<file path="config.mk">
export PLATFORM = sky130hd
export DESIGN_NAME = factorial_seq_engine
export DESIGN_NICKNAME = d
export VERILOG_FILES = /design/src/rtl/factorial_seq_engine.sv
export SDC_FILE = /design/constraint.sdc
export NUM_CORES = 1
export LEC_CHECK = 0
export ABC_AREA = 1
export CORE_MARGIN = 1.5
export CORE_UTILIZATION = 36
export CTS_BUF_LIST = sky130_fd_sc_hd__clkbuf_4
export DETAILED_ROUTE_END_ITERATION = 16
export GPL_TIMING_DRIVEN = 0
export PLACE_DENSITY = 0.59
export SYNTH_ARGS = -nofsm -noshare
export SYNTH_HDL_FRONTEND = slang
export SYNTH_SLANG_ARGS = --single-unit
</file>
<file path="constraint.sdc">
create_clock -name clk -period 13.3 [get_ports clk]
set_clock_uncertainty 0.2 [all_clocks]
set_input_delay 1.995 -clock clk [delete_from_list [all_inputs] [get_ports clk]]
set_output_delay 1.995 -clock clk [all_outputs]
set_load 0.02 [all_outputs]
</file>
<file path="src/rtl/factorial_seq_engine.sv">
// Multi-cycle factorial engine: one W x N multiply per clock, valid/ready on
// both sides, sticky overflow flag for results that exceed W bits.
module factorial_seq_engine #(
  parameter int unsigned N = 8,
  parameter int unsigned W = 32
) (
  input  logic         clk,
  input  logic         rst_n,
  input  logic         in_valid,
  output logic         in_ready,
  input  logic [N-1:0] n_in,
  output logic         out_valid,
  input  logic         out_ready,
  output logic [W-1:0] result,
  output logic         overflow
);

  typedef enum logic [1:0] {
    IDLE = 2'd0,
    CALC = 2'd1,
    DONE = 2'd2
  } state_t;

  state_t           state, state_nxt;
  logic [W-1:0]     acc;
  logic [N-1:0]     cnt;
  logic             ovf;
  logic [W+N-1:0]   prod;
  logic             last_step;

  assign in_ready  = (state == IDLE);
  assign out_valid = (state == DONE);
  assign last_step = (cnt <= N'(1));

  always_comb begin
    prod      = {{N{1'b0}}, acc} * {{W{1'b0}}, cnt};
    state_nxt = state;
    case (state)
      IDLE:    if (in_valid)  state_nxt = CALC;
      CALC:    if (last_step) state_nxt = DONE;
      DONE:    if (out_ready) state_nxt = IDLE;
      default: state_nxt = IDLE;
    endcase
  end

  always_ff @(posedge clk or negedge rst_n) begin
    if (!rst_n) state <= IDLE;
    else        state <= state_nxt;
  end

  // Multiplying from n downward means acc*cnt never exceeds W+N bits, so any
  // nonzero upper slice marks the first step where the true n! overflows.
  always_ff @(posedge clk or negedge rst_n) begin
    if (!rst_n) begin
      acc      <= W'(1);
      cnt      <= '0;
      ovf      <= 1'b0;
      result   <= '0;
      overflow <= 1'b0;
    end else begin
      case (state)
        IDLE: begin
          if (in_valid) begin
            cnt <= n_in;
            acc <= W'(1);
            ovf <= 1'b0;
          end
        end
        CALC: begin
          if (last_step) begin
            result   <= acc;
            overflow <= ovf;
          end else begin
            acc <= prod[W-1:0];
            cnt <= cnt - 1'b1;
            ovf <= ovf | (|prod[W+N-1:W]);
          end
        end
        default: ;
      endcase
    end
  end

endmodule

</file>
==> impl_metrics.ini <==
[place]
port_buffers = 46
gp_congestion = 0.952
dp_hpwl_um = 29800

[layout]
fill_cells = 3625
layout-drive-gt1-share_pct = 4.33
nets = 2052
area_growth_pct = 9.58

[global_routing]
grt_pass1_vias = 10700
grt-ovfl-total = 0
grt_pass1_wl_um = 57800
grt_max_degree = 44
grt_usage_pct = 21.4
antenna_found_initial = 1

[clock_tree]
clk_pin_slew_worst_paths_ps = 120
clock_path_buffers = 2
postCtsSetupBuffers = 0
postCtsHoldBufs = 0
cts_tree = built
clock-sinks = 76
clk_latency_ps = 490
htree_levels = 3
cts_buffers = 9
cts-root-buf = clkbuf_4
cts_resized = 0

[yosys]
async_flop_share_pct = 100
synth_cell_type_count = 40
synth_enable_flop_cells = 0
postSynthAreaPerCell_um2 = 6.98
postSynthCellCount = 1740
yosys_warnings = 0
ys_ff_latch = 76
dominantRegCellSynth = dfrtp_1
synth.area.top_cells = fa_1 (30%), nand2_1 (16%), inv_1 (16%)
seq_area_frac_synth_pct = 15.7
synth_top_area_cell = fa_1
syn_nets = 1994
yosysTopAreaCellShare_pct = 29.7
synthesis.area_mm2 = 0.0122

[min_path]
hold_depth = 2
hp-class = register to register

[sta]
relSlewSlack_pct = 37.2
totalNegativeSetupSlack_ps = 0
timing.fmax_ghz = 0.174
period_needed_ps = 5740
finalCritPeriodShare_pct = 43.1
rsz0062_at_grt = false
setup_viol = 0
worstMarginPinSlew_ps = 942
finalHoldViolations = 0
slew_violations = 0
hold_slack_ps = 296

[setup_path]
reg2regPathDepth = 26
crit_path_frequent_cell = nand2_1
cpMaxStageDelayCell = buf_1
path_class = register to register
crit_required_ps = 13450
start_kind = register
worstPathMaxFanout = 10
cp_slowest_stage_delay_ps = 680
worstSetupEndpointType = register
cp.arrival_ps = 5890

[route]
firstDrtPassIters = 5
routedWlPerCell_um = 15.9
vias = 10500
drtIter0Drc = 651
ant_nets = 0
via_per_inst = 4.66
drc_errors = 0
routed_wl_um = 35900

[flow_run]
max-cap-violations = 0

[outcome]
status = finished clean

[floorplan]
num_rows = 67
core_area_mm2 = 0.0334
io-pin-count = 47
die_w_um = 187
start_util_pct = 36.4
die_area_mm2 = 0.0349
dieHeight_um = 187
[synth_stat cells (6+ instances only)]
cell type and instances:
dfrtp_1 75, a21oi_1 50, buf_2 17, nor2_2 9, nand3_1 22, clkbuf_1 54
nand2_1 523, a31o_2 6, nor2_1 51, fa_1 180, buf_1 7, inv_1 516
o21ai_0 92, ha_1 62, o22ai_1 12, nand2_2 16
[sequential cells by signal (all words and copies together), names as in the netlist]
name / flops
acc: 32
result: 32
cnt: 8
state: 2
overflow: 1
ovf: 1
[metrics by stage]
step	worst slack, ps	utilization, %	instances	cell area [µm²]
3_5_place_dp	7610	39.6	2235	13200
4_1_cts	7560	39.9	2251	13300
6_report	7560	39.9	2252	13300
3_3_place_gp	7160	39.5	2234	13200
2_1_floorplan	8630	-	1740	12200
5_1_grt	7180	39.9	2252	13300
[cell families after synthesis]
logic type | share of synthesized area (%)
and+or+nand+nor | 21.3
adders and majority gates | 36.0
xor gates and xnor gates | 0.577
DFF | 15.7
buffers and inverters | 18.6
muxes | 0.175
AOI/OAI and AO/OA | 7.67
[placed cells by master, fill, tap and decap left out, types with 45 or more instances in the layout]
| cell | synthesis | routed |
|---|---|---|
| fa_1 | 180 | 180 |
| nor2_1 | 51 | 51 |
| dfrtp_1 | 75 | 75 |
| nand2_1 | 523 | 523 |
| ha_1 | 62 | 62 |
| o21ai_0 | 92 | 92 |
| inv_1 | 516 | 516 |
| a21oi_1 | 50 | 50 |
| clkdlybuf4s50_1 | 0 | 45 |
| clkbuf_1 | 54 | 54 |
[layer usage]
layer	vias to the layer above	GRT usage (%)	routed length, µm
met4	0	6.48	927
met1	5178	26.8	15000
li1	5070	-	-
met3	38	1.96	1510
met2	213	38.9	18400
met5	-	0	0
[worst paths after layout]
check	start	end	slack, ps
max reg2reg	cnt[2]$_DFFE_PN0P_	ovf$_DFFE_PN0P_	7560
min in group asynchronous	rst_n	acc[10]$_DFFE_PN0P_	1240
max	cnt[2]$_DFFE_PN0P_	ovf$_DFFE_PN0P_	7560
min reg2reg	ovf$_DFFE_PN0P_	ovf$_DFFE_PN0P_	300
max in group asynchronous	rst_n	acc[17]$_DFFE_PN0P_	11020
min	ovf$_DFFE_PN0P_	ovf$_DFFE_PN0P_	300
[worst max-delay path: cells and delay by family, from the launching register on]
kind | cells | cell delay (ps)
fa+ha+maj | 5 | 2420
buf+inv | 5 | 1080
flops | 1 | 330
simple gates | 16 | 1590
[layout make-up]
class	count	area, µm²	share of cell area [%]
multi-input combinational	1067	7990	60.0
inverter	519	1950	14.6
sequential	76	1900	14.3
buffer	78	314	2.36
clock buffer	10	75.1	0.564
timing repair buffer	47	485	3.65
antenna	1	2.50	0.0188
clock inverter	6	40.0	0.301
tap	448	561	4.21
Power is not shown: default switching activity piles up to over one toggle a cycle in this logic, so the estimate is an artifact.
==> RTL edit: new RTL, config.mk and constraints unchanged <==
Encoding of `state_t`: now one-hot (3 bits for 3 states).
--- a/src/rtl/factorial_seq_engine.sv
+++ b/src/rtl/factorial_seq_engine.sv
@@ -16,8 +16,8 @@
 );
 
-  typedef enum logic [1:0] {
-    IDLE = 2'd0,
-    CALC = 2'd1,
-    DONE = 2'd2
+  typedef enum logic [2:0] {
+    IDLE = 3'b001,
+    CALC = 3'b010,
+    DONE = 3'b100
   } state_t;
 
Check against the original RTL: same outputs for any inputs over 10 cycles, from zero or initial values and one cycle with rst_n low; not proved beyond that.
==> RTL edit against the original RTL <==
- sequential cell count increased by 1
- routed wire length grew 5.8%
- cell area grew 1.1%
- first-iteration DRC count is 38% higher
- setup slack got worse by 440 ps
- largest cell class unchanged
- utilization rose by 0.22 points
- highest routed layer unchanged
- synthesized area rose by 1.0%
Power is left out: it rests on default switching activity, and per cell area and clock period it moved more than threefold.
==> RTL edit: results (changes against the original RTL) <==
| Metric | Value |
|---|---|
| Pin count of the biggest net entering global routing | `46 (+4.5%)` |
| Synth Warn # | `0 (unchanged)` |
| Total wire length | `37.9 mm (+5.8%)` |
| Sequential share of the synthesized area | `15.7% (+0.056 points)` |
| Top Registers | `acc (32), result (32), cnt (8)` |
| Clk buf depth | `2 (unchanged)` |
| Post-cts sizing count | `0 (unchanged)` |
| Via/cell ratio | `4.72 (+1.2%)` |
| Worst EP arrival | `6400 ps (+510 ps)` |
| EDFF count, synth | `0 (unchanged)` |
| FF-to-FF path depth | `21 (-19%)` |
| Hold Crit Start | `result[23]$_DFFE_PN0P_` |
| Slowest cell on crit path | `clkbuf_1` |
| Synth top area cells | `fa_1 (29%), inv_1 (16%), nand2_1 (16%), dfrtp_1 (15%), ha_1 (6.3%)` |
| DP Wirelength | `30.6 mm (+2.4%)` |
| Initial DRC Count | `901 (+38%)` |
| Top FF cell, synth | `dfrtp_1` |
| Root Buffer | `clkbuf_4` |
| Largest fanout on the critical path | `10 (unchanged)` |
| Total Routing Usage GR | `22.8% (+1.4 points)` |
| Reg clk slew, reported paths | `190 ps (+70 ps)` |
| Hold path depth | `2 (unchanged)` |
| Reg-to-reg slack, setup | `7130 ps (-440 ps)` |
| Worst min path class | `reg -> reg` |
| R2r startpoint | `cnt[7]$_DFFE_PN0P_` |
| Cell family with most CP delay | `adder cells` |
| I/O Buffers | `46 (unchanged)` |
| CTS buffer count | `9 (unchanged)` |
| Hold worst-path end | `result[23]$_DFFE_PN0P_` |
| # Post-CTS Setup Buffers | `0 (unchanged)` |
| Ys async rst share | `100% (unchanged)` |
| Share of layout cells above drive strength 1 | `4.07% (-0.26 points)` |
| Nets | `2067 (+0.73%)` |
| Synth cell types | `44 (+10%)` |
| H-tree depth | `3 (unchanged)` |
| Outcome | `finished clean` |
| Placed Area | `13300 um^2 (+0.94%)` |
| Reg2reg end | `acc[31]$_DFFE_PN0P_` |
| CP max stage delay | `750 ps (+70 ps)` |
| Gpl congestion | `0.915 (-3.8%)` |
| Final hold slack | `304 ps (+7.66 ps)` |
| Initial antenna violation count | `1 (unchanged)` |
| Number of global-route vias before repair | `11100 (+3.3%)` |
| Syn Nets | `2009 (+0.75%)` |
| First-pass GRT wire length | `61.5 mm (+6.4%)` |
| First-pass DRT Iterations | `5 (unchanged)` |
| Clk_lat worst skew | `540 ps (+50 ps)` |
| Post-synth top cells | `inv_1 (520), nand2_1 (518), fa_1 (180)` |
| Max-slew headroom | `38.3% (+1.1 points)` |
==> RTL edit: how the worst max path moves through the flow <==
stage,start,to
floorplan,cnt[4]$_DFFE_PN0P_,ovf$_DFFE_PN0P_
detailed placement,cnt[7]$_DFFE_PN0P_,acc[28]$_DFFE_PN0P_
CTS,cnt[7]$_DFFE_PN0P_,acc[28]$_DFFE_PN0P_
global route,cnt[5]$_DFFE_PN0P_,acc[28]$_DFFE_PN0P_
global placement,rst_n,result[23]$_DFFE_PN0P_
finish,cnt[7]$_DFFE_PN0P_,acc[31]$_DFFE_PN0P_
==> RTL edit: cell type report <==
type | count | area [um^2]
fill | 3603 | 20100
multi-input combinational | 1074 | 8050
inverter | 525 | 1970
sequential | 77 | 1930
tap | 448 | 561
timing repair buffer | 47 | 485
buffer | 79 | 328
clock buffer | 9 | 67.6
clock inverter | 7 | 65.1
antenna | 1 | 2.50
==> RTL edit: worst min-delay path, cell delays in order, from the launching register on <==
cell	delay [ps]
dfrtp_1	370
nand2_1	50
o21ai_0	60
==> RTL edit: cells by family after synthesis <==
| logic type | after synthesis | share of synthesized area, % |
|---|---|---|
| compound gates | 174 | 7.58 |
| xor+xnor | 3 | 0.214 |
| fa+ha+maj | 242 | 35.7 |
| buf+inv | 604 | 18.7 |
| flops | 77 | 15.7 |
| mux | 5 | 0.459 |
| simple gates | 650 | 21.6 |
==> RTL edit: routing by layer <==
metal | vias to the layer above | GRT usage [%] | part of all wire, %
li1 | 5131 | - | -
met1 | 5198 | 31.4 | 45
met2 | 320 | 36.9 | 46
met3 | 52 | 3.13 | 6.3
met4 | 0 | 7.42 | 2.8
met5 | - | 0 | 0
==> RTL edit: stage by stage <==
step | cells | setup slack (ps)
finish | 2267 | 7130
global route | 2267 | 6890
CTS | 2266 | 7180
detailed placement | 2250 | 7230
global placement | 2249 | 6970
floorplan | 1755 | 8650
